--- src/rtl/uart_rx_oversampler_if.sv ---
// Signal bundle between the oversampling UART receiver and its consumer.
// NrD and FE are single-cycle strobes with no backpressure; O_DATA is valid from the NrD cycle until the next NrD.
interface uart_rx_oversampler_if;
  logic       Rx;
  logic [7:0] O_DATA;
  logic       NrD;
  logic       FE;
  logic       RiP;
  logic [2:0] state;

  modport master (
    input  Rx,
    output O_DATA,
    output NrD,
    output FE,
    output RiP,
    output state
  );

  modport slave (
    output Rx,
    input  O_DATA,
    input  NrD,
    input  FE,
    input  RiP,
    input  state
  );
endinterface

--- src/rtl/uart_rx_oversampler.sv ---
// 8N1 UART receiver: counter-based mid-bit sampling of a synchronized serial line.
// Reports good bytes on NrD, bad stop bits on FE, and waits out break conditions.
module uart_rx_oversampler #(
  parameter int BAUD_DIVIDER = 104
) (
  input  logic clk,
  input  logic rst,
  uart_rx_oversampler_if.master bus
);

  localparam int CW = $clog2(BAUD_DIVIDER);
  localparam logic [CW-1:0] HALF = CW'(BAUD_DIVIDER / 2 - 1);
  localparam logic [CW-1:0] FULL = CW'(BAUD_DIVIDER - 1);

  typedef enum logic [2:0] {
    IDLE      = 3'd0,
    START     = 3'd1,
    DATA      = 3'd2,
    STOP      = 3'd3,
    WAIT_IDLE = 3'd4
  } state_t;

  state_t        state, state_n;
  logic [CW-1:0] cnt, cnt_n;
  logic [2:0]    idx, idx_n;
  logic [7:0]    shreg, shreg_n;
  logic [7:0]    data_q, data_n;
  logic          nrd_q, nrd_n;
  logic          fe_q, fe_n;
  logic          rx_meta, rx_s;

  // Synchronizer resets to idle-high so a reset never looks like a start bit.
  always_ff @(posedge clk or posedge rst) begin
    if (rst) begin
      rx_meta <= 1'b1;
      rx_s    <= 1'b1;
    end else begin
      rx_meta <= bus.Rx;
      rx_s    <= rx_meta;
    end
  end

  always_ff @(posedge clk or posedge rst) begin
    if (rst) begin
      state  <= IDLE;
      cnt    <= '0;
      idx    <= '0;
      shreg  <= '0;
      data_q <= '0;
      nrd_q  <= 1'b0;
      fe_q   <= 1'b0;
    end else begin
      state  <= state_n;
      cnt    <= cnt_n;
      idx    <= idx_n;
      shreg  <= shreg_n;
      data_q <= data_n;
      nrd_q  <= nrd_n;
      fe_q   <= fe_n;
    end
  end

  always_comb begin
    state_n = state;
    cnt_n   = cnt;
    idx_n   = idx;
    shreg_n = shreg;
    data_n  = data_q;
    nrd_n   = 1'b0;
    fe_n    = 1'b0;
    case (state)
      IDLE: begin
        if (!rx_s) begin
          state_n = START;
          cnt_n   = '0;
        end
      end
      START: begin
        // Half a bit in: a high line here means the falling edge was a glitch.
        if (cnt == HALF) begin
          cnt_n   = '0;
          idx_n   = '0;
          state_n = rx_s ? IDLE : DATA;
        end else begin
          cnt_n = cnt + 1'b1;
        end
      end
      DATA: begin
        if (cnt == FULL) begin
          cnt_n          = '0;
          shreg_n[idx]   = rx_s;
          if (idx == 3'd7) state_n = STOP;
          else             idx_n   = idx + 1'b1;
        end else begin
          cnt_n = cnt + 1'b1;
        end
      end
      STOP: begin
        if (cnt == FULL) begin
          cnt_n = '0;
          if (rx_s) begin
            data_n  = shreg;
            nrd_n   = 1'b1;
            state_n = IDLE;
          end else begin
            fe_n    = 1'b1;
            state_n = WAIT_IDLE;
          end
        end else begin
          cnt_n = cnt + 1'b1;
        end
      end
      WAIT_IDLE: begin
        if (rx_s) state_n = IDLE;
      end
      default: state_n = IDLE;
    endcase
  end

  assign bus.O_DATA = data_q;
  assign bus.NrD    = nrd_q;
  assign bus.FE     = fe_q;
  assign bus.RiP    = (state != IDLE);
  assign bus.state  = state;

endmodule
--- src/flat_wrapper.sv ---
// flat-port wrapper written by rule: the top's interface ports become plain ports
module uart_rx_oversampler_flat 
#(
  parameter int BAUD_DIVIDER = 104
)
  (clk, rst, bus_Rx, bus_O_DATA, bus_NrD, bus_FE, bus_RiP, bus_state);
  uart_rx_oversampler_if bus_i ();
  input  logic clk;
  input  logic rst;
  input wire logic [$bits(bus_i.Rx)-1:0] bus_Rx;
  output wire logic [$bits(bus_i.O_DATA)-1:0] bus_O_DATA;
  output wire logic [$bits(bus_i.NrD)-1:0] bus_NrD;
  output wire logic [$bits(bus_i.FE)-1:0] bus_FE;
  output wire logic [$bits(bus_i.RiP)-1:0] bus_RiP;
  output wire logic [$bits(bus_i.state)-1:0] bus_state;
  assign bus_i.Rx = bus_Rx;
  assign bus_O_DATA = bus_i.O_DATA;
  assign bus_NrD = bus_i.NrD;
  assign bus_FE = bus_i.FE;
  assign bus_RiP = bus_i.RiP;
  assign bus_state = bus_i.state;
  uart_rx_oversampler #(.BAUD_DIVIDER(BAUD_DIVIDER)) u_core (.clk(clk), .rst(rst), .bus(bus_i));
endmodule
--- config.mk ---
export PLATFORM = sky130hd
export DESIGN_NAME = uart_rx_oversampler_flat
export DESIGN_NICKNAME = d
export VERILOG_FILES = /design/src/rtl/uart_rx_oversampler_if.sv /design/src/rtl/uart_rx_oversampler.sv /design/src/flat_wrapper.sv
export SDC_FILE = /design/constraint.sdc
export NUM_CORES = 1
export LEC_CHECK = 0
export ABC_AREA = 1
export CAP_MARGIN = 20
export CORE_MARGIN = 1.5
export CORE_UTILIZATION = 63
export CTS_BUF_LIST = sky130_fd_sc_hd__clkbuf_8
export CTS_CLUSTER_SIZE = 12
export DETAILED_ROUTE_END_ITERATION = 12
export HOLD_SLACK_MARGIN = 0.06
export PLACE_DENSITY = 0.91
export SLEW_MARGIN = 10
export SYNTH_ARGS = -nofsm -noshare
export SYNTH_HDL_FRONTEND = slang
export SYNTH_SLANG_ARGS = --single-unit
--- constraint.sdc ---
create_clock -name clk -period 2.7 [get_ports clk]
set_input_delay 0.27 -clock clk [delete_from_list [all_inputs] [get_ports clk]]
set_output_delay 0.27 -clock clk [all_outputs]
set_load 0.1 [all_outputs]
## Word-level counts from Yosys, hierarchy flattened

Cells that the tools add are included.

- Add/subtract/negate cells: 2
- Order comparisons: 2
- Equal/unequal tests: 14
- Muxes and demuxes: 26
- Reductions and logical operators: 11

Operator list:

| kind | count |
|---|---|
| 3-bit 2-to-1 mux | 10 |
| 7-bit 2-to-1 mux | 3 |
| 7-bit case mux with 3 select lines | 1 |
| 3-bit case mux with 5 select lines | 1 |
| 2-bit by 1-bit != test with 1-bit output (second input constant) | 5 |
| 8-bit bitwise mux | 1 |
| 7-bit by 1-bit adder with 7-bit output (second input constant) | 1 |
| 7-bit by 6-bit == test with 1-bit output (second input constant) | 1 |
| 7-bit == test (second input constant) | 1 |
| 1-bit 2-to-1 mux | 7 |
| 3-bit by 2-bit == test with 1-bit output (second input constant) | 2 |
| 3-bit == test (second input constant) | 2 |
| 3-bit case mux with 2 select lines | 1 |
| 6-bit AND reduction | 1 |
| 3-bit nonzero test | 2 |
| 3-bit by 4-bit < comparator with 1-bit output (second input constant) | 1 |
| 2-bit != test (second input constant) | 2 |
| 2-bit AND reduction | 2 |
| 4-bit AND reduction | 1 |
| 3-bit by 1-bit adder with 3-bit output (second input constant) | 1 |
| 1-bit demux with 3-bit select | 1 |
| 3-bit by 1-bit == test with 1-bit output (second input constant) | 1 |
| 3-bit by 1-bit greater-or-equal comparator with 1-bit output (second input constant) | 1 |
| 3-bit zero test | 1 |
| other kinds (5) | 5 |

- Register bits after elaboration: 33
- Word-level logic and storage cells: 64

## Logic depth before layout (Yosys ltp)

Gate-level depths: netlist of the first run.

- Depth in word-level cells: 5
- Gate-level depth with buffers: 9
- Gate-level depth less buffers: 9

## Least setup slack after synthesis of the first run

OpenSTA, ideal clock, no wires.

- Path kind: register -> output
- Start point: register u_core.state[1], in the netlist u_core.bus.state[1]
- End point: output port bus_RiP
- Data arrival time: 1.913 ns
- Slack: 0.517 ns
- Stages on the path, launching flop included: 3
- Cell sequence: dfrtp_1 > inv_2 > nand2_1

- Cells in the longest elaborated chain, start to end: 1

Ends and longest elaborated chain:

| item | RTL line | text |
|---|---|---|
| start: declaration | uart_rx_oversampler.sv:23 | `state_t state, state_n;` |
| start signal: assignment | uart_rx_oversampler.sv:53 | `state <= state_n;` |
| 3-bit nonzero test | uart_rx_oversampler.sv:123 | `assign bus.RiP = (state != IDLE);` |
| end: declaration | flat_wrapper.sv:14 | `output wire logic [$bits(bus_i.RiP)-1:0] bus_RiP;` |

No other way between the ends.

## Worst setup path in the final report of the first run

- Start point: register u_core.idx[0]
- End point: register u_core.state[0], in the netlist u_core.bus.state[0]

- Cells in the longest elaborated chain, start to end: 3

Ends and longest elaborated chain:

| item | RTL line | text |
|---|---|---|
| start: declaration | uart_rx_oversampler.sv:25 | `logic [2:0] idx, idx_n;` |
| start signal: assignment | uart_rx_oversampler.sv:55 | `idx <= idx_n;` |
| 3-bit == test | uart_rx_oversampler.sv:92 | `if (idx == 3'd7) state_n = STOP;` |
| 2-bit by 1-bit != test with 1-bit output (no line) | n/a |  |
| 6-bit AND reduction (no line) | n/a |  |

No other way between the ends.
A chain may end at the register's enable or synchronous reset.

==> results of run 1 <==
final cells by class:
| type | count | area share (%) |
|---|---|---|
| clock buffers | 5 | 3.48 |
| clock inverters | 3 | 0.696 |
| inverters | 24 | 4.87 |
| multi-input cells | 155 | 40.5 |
| flip-flops and latches | 33 | 41.9 |
| well taps | 30 | 1.90 |
| repair buffers | 17 | 6.70 |
worst max path at each step:
stage,end,slack [ns],cells past startpoint
6_report,u_core.bus.state[0],1.04,8
3_3_place_gp,u_core.bus.O_DATA[3],1.20,9
2_1_floorplan,bus_RiP,0.52,2
4_1_cts,bus_RiP,1.10,3
3_5_place_dp,u_core.bus.O_DATA[7],1.13,9
5_1_grt,u_core.bus.state[0],0.91,8
critical path: stages, from the launching register on:
cell and delay (ns):
dfrtp_1 0.54, ha_1 0.21, ha_1 0.14, inv_1 0.08
nand3_1 0.11, nand2_1 0.07, nor2_1 0.21, nand4_1 0.13
nand2_1 0.10
stage by stage:
| step | std cells | power (W) | util, % | setup WS, ns |
|---|---|---|---|---|
| global placement | 259 | 0.000525 | 74.5 | 1.20 |
| global route | 267 | 0.000899 | 77.7 | 0.914 |
| floorplan | 216 | 0.000518 | - | 0.517 |
| finish | 267 | 0.000868 | 77.7 | 1.04 |
| detailed placement | 259 | 0.000526 | 74.5 | 1.13 |
| CTS | 267 | 0.000871 | 77.7 | 1.10 |
power breakdown:
part	total, W	switching, W	leakage (nW)	internal [W]
logic	0.0000147	0.0000107	0.650	0.00000409
clock network	0.000352	0.000177	0.0491	0.000175
registers	0.000501	0.00000425	0.439	0.000497
logic make-up (layout without fill, tap and decap cells):
group	count (synthesis)	in the layout	share of synthesized area [%]
flip-flops	33	33	47.3
AND/OR/NAND/NOR	145	145	40.7
adder cells (fa/ha/maj)	3	3	2.14
AO/OA/AOI/OAI	7	7	2.93
buffers and inverters	28	49	6.93
cell usage in the layout (no fill, tap or decap):
master / n
clkdlybuf4s50_1: 2
nand3_2: 1
nor3_2: 1
nand3_1: 25
nor2_1: 14
nor2_2: 3
clkinv_2: 3
inv_1: 17
nand2_2: 3
dfrtp_1: 31
clkinv_1: 1
inv_2: 5
ha_1: 3
buf_4: 15
dfstp_2: 2
o21bai_1: 4
clkinv_4: 1
nand2_4: 2
nor2_8: 1
nor2_4: 2
nand3b_1: 2
clkbuf_8: 5
a21oi_2: 1
o21ai_1: 1
nand4_1: 16
nor3_1: 1
nand2_1: 73
nand3_4: 1
o211ai_1: 1
sequential cells by signal, summed over array words and instances (netlist names):
name               cells
u_core.bus.FE          1
u_core.bus.NrD         1
u_core.shreg           8
u_core.bus.state       3
u_core.cnt             7
u_core.bus.O_DATA      8
u_core.idx             3
u_core.rx_s            1
u_core.rx_meta         1
synth_stat cells:
master	instances
clkinv_1	1
nand2_4	2
o21ai_1	1
buf_6	1
nor2_8	1
nand3b_1	2
nand3_1	25
inv_1	16
clkbuf_1	1
dfrtp_1	31
a21oi_2	1
nor3_2	1
nand3_2	1
nor3_1	1
dfstp_2	2
nand4_1	16
o211ai_1	1
nand3_4	1
nor2_2	3
o21bai_1	4
clkinv_2	1
nand2_1	73
inv_2	5
nand2_2	3
ha_1	3
nor2_1	14
clkinv_4	1
nor2_4	2
buf_2	2
layer usage:
metal	global-route usage, %	up-vias
li1	-	744
met2	44.6	43
met5	0	-
met1	36.3	738
met4	12.5	0
met3	7.67	6
==> metrics.md, run 1 <==
| Metric | Value |
|---|---|
| Dpl hpwl | `2750 um` |
| Area contributors post-synth | `dfrtp_1 (44%), nand2_1 (16%), nand3_1 (7.1%)` |
| Synth cell types | `29` |
| RSZ-0062 raised after global routing | `no` |
| Start point of the worst hold path | `u_core.rx_meta` |
| Fill count | `173` |
| FF+latch area | `828 um2` |
| Clk_lat worst skew | `0.28 ns` |
| CP Data Arrival Time | `1.88 ns` |
| Die width | `55.7 um` |
| Std-Cell Rows | `18` |
| Area of the multi-input gates | `801 um2` |
| Synth Warn # | `0` |
| CTS resizes | `0` |
| Reg clk slew, reported paths | `0.07 ns` |
| Share of layout cells above drive strength 1 | `19.4%` |
| TritonCTS Buffers | `5` |
| Leakage | `1.14 nW` |
| Number of diodes | `0` |
| Die area | `3100 um2` |
| Measured slew at the worst slew-check pin | `0.415 ns` |
| Worst r2r dst | `u_core.bus.state[0]` |
| Via count | `1,531` |
| DR DRC count | `0` |
| Post-synth top area share | `44.3%` |
| Metal2 WL | `1920 um` |
| Seq cells post-synth | `33` |
| Post-Layout Inst Area | `1980 um2` |
| Setup TNS | `0 ns` |
| Min-delay worst type | `flop to flop` |
| Post-Syn Area | `1750 um2` |
| Post-CTS Hold Buffers | `0` |
| R2r setup slk | `1.04 ns` |
| GRT overflow | `0` |
| Crit path max fanout | `11` |
| GRT Overall Usage | `28.2%` |
| R2r worst-path depth | `8` |
| # nets final | `242` |
| First-pass GRT wire length | `6760 um` |
| Maximum vdd drop | `0.409 mV` |
| Worst flop-to-flop path startpoint | `u_core.idx[0]` |
| Post-synthesis sequential area ratio | `47.3%` |
| Clock sink count | `33` |
| Placed cell area | `1900 um2` |
| DR vias/cell | `5.73` |
| Setup violators final | `0` |
| Met3 Wirelength | `156 um` |
| RD Place Congestion | `0.943` |
| Max Used Layer | `met4` |
| IO buf count | `16` |
| Post-route ant nets | `0` |
| Synthesized netlist cell count | `216` |
| Largest area contributor in the netlist | `dfrtp_1` |
| 1st-iter DRT viols | `78` |
| Outcome | `completed` |
| Critical Path RT | `2.92 ns` |
| Fin crit period | `1.66 ns` |
| CP endpoint kind | `flop` |
| Starting Density | `68.8%` |
| WL/cell | `14.5 um` |
| Crit path from | `u_core.idx[0]` |
| Hold path depth | `0` |
| # IOs | `17` |
| Setup Fix Bufs, Post-CTS | `0` |
| Power density cells | `439 nW/um2` |
| Clk_skew | `0.00584 ns` |
| Crit Path Class | `flop to flop` |
| Setup crit start kind | `flop` |
| Initial antenna violation count | `0` |
| Overall routed net length | `3880 um` |
| Rel. slew slack | `72.3%` |
| Hold WS | `0.368 ns` |
| Syn nets | `222` |
| Max-cap violations | `0` |
| F_max | `601 MHz` |
| Root buffer cell | `clkbuf_8` |
| Chip Height | `55.7 um` |
| Sum of routed wire segments on met1 | `1750 um` |
| Final period util | `61.6%` |
| Core area | `2540 um2` |
| Vias in the first global route | `1,469` |
| # H-tree levels | `2` |
| Fin. max-slew vios | `0` |
| Area grow syn2layout | `13.0%` |
| Hold EP | `u_core.rx_s` |
| Final hold violations | `0` |
| Detailed Routing Iterations Pass 1 | `4` |
| Mean Syn Cell Area | `8.10 um2` |
| Largest net degree at the start of global routing | `34` |
| Maximum root-to-sink buffer count | `2` |
| CTS tree | `built` |
Note: power is estimated with default switching activity, not from simulation.
==> inputs of run 2 (changes only) <==
--- a/config.mk
+++ b/config.mk
@@ -8,12 +8,12 @@
 export ABC_AREA = 1
 export CAP_MARGIN = 20
 export CORE_MARGIN = 1.5
-export CORE_UTILIZATION = 63
+export CORE_UTILIZATION = 59
 export CTS_BUF_LIST = sky130_fd_sc_hd__clkbuf_8
 export CTS_CLUSTER_SIZE = 12
 export DETAILED_ROUTE_END_ITERATION = 12
 export HOLD_SLACK_MARGIN = 0.06
-export PLACE_DENSITY = 0.91
+export PLACE_DENSITY = 0.86
 export SLEW_MARGIN = 10
 export SYNTH_ARGS = -nofsm -noshare
 export SYNTH_HDL_FRONTEND = slang
==> constraint.sdc (replaced) <==
create_clock -name clk -period 1.6 [get_ports clk]
set_input_delay 0.16 -clock clk [delete_from_list [all_inputs] [get_ports clk]]
set_output_delay 0.16 -clock clk [all_outputs]
set_load 0.1 [all_outputs]
==> run 2 against run 1 <==
  * Sequential share of layout area down 4.5 points
  * Die area up 6.4%
  * Combinational power up 110%
  * Critical path type unchanged
==> metrics.md, run 2 (same netlist as run 1, synthesis figures left out) <==
| Metric | Value |
|---|---|
| Leakage | `1.18 nW (+3.8%)` |
| # nets final | `246 (+1.7%)` |
| Power density cells | `668 nW/um2 (+52%)` |
| Routing usage on met3 | `5.90% (-1.8 points)` |
| Crit path cell chain | `ha_4 > nand2_2 > nor2_4 > nand2_4 > nor2_4 > nand4_1 > nand2_1` |
| R2r setup slk | `0.08 ns (-0.96 ns)` |
| Measured slew at the worst slew-check pin | `0.405 ns (-0.0101 ns)` |
| IO buf count | `16 (unchanged)` |
| Maximum vdd drop | `0.730 mV (+79%)` |
| Fill count | `181 (+4.6%)` |
| Via count | `1,577 (+3.0%)` |
| CP endpoint kind | `flop` |
| TritonCTS Buffers | `5 (unchanged)` |
| Final setup margin | `0.0773 ns (-0.959 ns)` |
| # H-tree levels | `2 (unchanged)` |
| Crit path max fanout | `8 (-3)` |
| CP bufs+invs | `0 (-1)` |
| Detailed Routing Iterations Pass 1 | `4 (unchanged)` |
| Cell mode on critical path | `nor2_4` |
| Placement Setup Slack | `0.0425 ns (-1.09 ns)` |
| Total power | `0.00149 W (+72%)` |
| Die width | `57.5 um (+3.2%)` |
| Setup crit start kind | `flop` |
| Post-route ant nets | `0 (unchanged)` |
| Combinational fraction of design power | `2.1% (+0.4 points)` |
| Largest delay share family, worst path | `simple AND/OR/NAND/NOR gates` |
| GR Util met1 | `36.9% (+0.60 points)` |
| Rel. slew slack | `73.0% (+0.68 points)` |
| Sequential power share | `56.5% (-1.3 points)` |
| Hold WS | `0.261 ns (-0.107 ns)` |
| Starting Density | `62.9% (-5.8 points)` |
| NetSw | `0.000341 W (+78%)` |
| Maximum root-to-sink buffer count | `2 (unchanged)` |
| CP peak stage delay | `0.43 ns (-0.11 ns)` |
| Area grow syn2layout | `27.3%` |
| GRT Overall Usage | `25.3% (-2.9 points)` |
| Commonest non-fill, non-tap cell in the layout | `nand2_1` |
| Met2 Track Usage GR | `36.4% (-8.2 points)` |
| Clock sink count | `33 (unchanged)` |
| RD Place Congestion | `0.881 (-6.6%)` |
| WL/cell | `14.8 um (+1.8%)` |
| Largest net degree at the start of global routing | `34 (unchanged)` |
| First-pass GRT wire length | `6280 um (-7.1%)` |
| Die area | `3300 um2 (+6.4%)` |
| Clk_skew | `0.00586 ns (+0.0000218 ns)` |
| GRT overflow | `0 (unchanged)` |
| Vias in the first global route | `1,367 (-6.9%)` |
| Core area | `2780 um2 (+9.3%)` |
| Post-Layout Inst Area | `2230 um2 (+13%)` |
| DR DRC count | `0 (unchanged)` |
| Clk_lat worst skew | `0.29 ns (about the same)` |
| Final hold violations | `0 (unchanged)` |
| Fin. max-slew vios | `0 (unchanged)` |
| F_max | `657 MHz (+9.2%)` |
| CP Data Arrival Time | `1.74 ns (-0.14 ns)` |
| Max-cap violations | `0 (unchanged)` |
| Slowest cell on crit path | `dfrtp_1` |
| Switching Share | `22.9% (+0.83 points)` |
| Min-delay worst type | `input port to async pin` |
| Root buffer cell | `clkbuf_8` |
| CTS tree | `built` |
| Clock network power share | `41.4% (+0.9 points)` |
| Number of diodes | `0 (unchanged)` |
| Share of layout cells above drive strength 1 | `24.5% (+5.1 points)` |
| Std-Cell Rows | `19 (+1)` |
| Fin crit period | `1.52 ns (-0.141 ns)` |
| Dpl hpwl | `2570 um (-6.6%)` |
| Initial antenna violation count | `0 (unchanged)` |
| Reg clk slew, reported paths | `0.07 ns (about the same)` |
| Area of the multi-input gates | `850 um2 (+6.1%)` |
| Placed cell area | `2090 um2 (+10%)` |
| Most used routing layer | `met1` |
| Setup violators final | `0 (unchanged)` |
| Critical Path RT | `1.82 ns (-1.10 ns)` |
| Worst flop-to-flop path startpoint | `u_core.cnt[0]` |
| Most frequent cells in the layout | `nand2_1 (71), dfrtp_1 (27), nand3_1 (24), inv_1 (16), nand4_1 (16)` |
| Overall routed net length | `4030 um (+3.7%)` |
| Chip Height | `57.5 um (+3.2%)` |
| Crit path from | `u_core.cnt[0]` |
| Final period util | `95.2% (+34 points)` |
| 1st-iter DRT viols | `105 (+35%)` |
| Post-CTS Hold Buffers | `0 (unchanged)` |
| Crit Path Class | `flop to flop` |
| # IOs | `17 (unchanged)` |
| Outcome | `completed` |
| FF+latch area | `833 um2 (+0.60%)` |
| P_int | `0.00115 W (+70%)` |
| DR vias/cell | `5.80 (+1.1%)` |
==> run 2: changes by cell type in the layout (fill, tap and decap cells not counted), sizes merged <==
cell	before	now
buf	15	17
clkinvlp	0	1
clkinv	5	4
nand3	27	28
nor2	20	21
==> run 2: final timing paths <==
kind | to | cells after the start
setup / recovery | u_core.shreg[2] | 7
hold / removal | u_core.cnt[1] | 3
setup reg to reg | u_core.shreg[2] | 7
hold reg to reg | u_core.rx_s | 0
max in group asynchronous | u_core.rx_s | 3
min in group clk | u_core.rx_meta | 1
==> run 2: power by group through the flow <==
stage	Clock, W	Combinational (W)	Sequential, W
after floorplan	0	0.0000202	0.000855
after global placement	0	0.0000316	0.000857
after detailed placement	0	0.0000318	0.000857
after CTS	0.000611	0.0000316	0.000841
after global routing	0.000655	0.0000360	0.000841
final	0.000615	0.0000315	0.000841
==> run 2: cell type report <==
| cell class | instances | share of cell area [%] |
|---|---|---|
| Inverter | 24 | 4.38 |
| Clock inverter | 3 | 0.786 |
| Tap cell | 31 | 1.74 |
| Sequential cell | 33 | 37.4 |
| Timing Repair Buffer | 19 | 14.5 |
| Multi-Input combinational cell | 157 | 38.1 |
| Clock buffer | 5 | 3.09 |
==> run 2: per-stage QoR <==
stage / std cells / util (%) / TNS, ns
2_1_floorplan: 216 / - / 0
3_3_place_gp: 262 / 75.3 / 0
3_5_place_dp: 262 / 75.3 / 0
4_1_cts: 270 / 78.4 / 0
5_1_grt: 272 / 80.1 / -0.00630
6_report: 272 / 80.1 / 0
==> run 2: routing by layer <==
metal,share of wire (%),vias to the layer above
met5,0,-
li1,-,753
met3,7.5,16
met2,47,76
met1,43,732
met4,2.7,0
==> run 2: tightest hold or removal path: stages <==
cell	delay, ns
clkdlybuf4s50_1	0.40
inv_1	0.05
buf_4	0.36
==> run 2: what timing repair did <==
action                     4_1_cts  5_1_grt
gates resized for setup          0        7
buffers inserted                 0        0
setup endpoints to repair        0       25
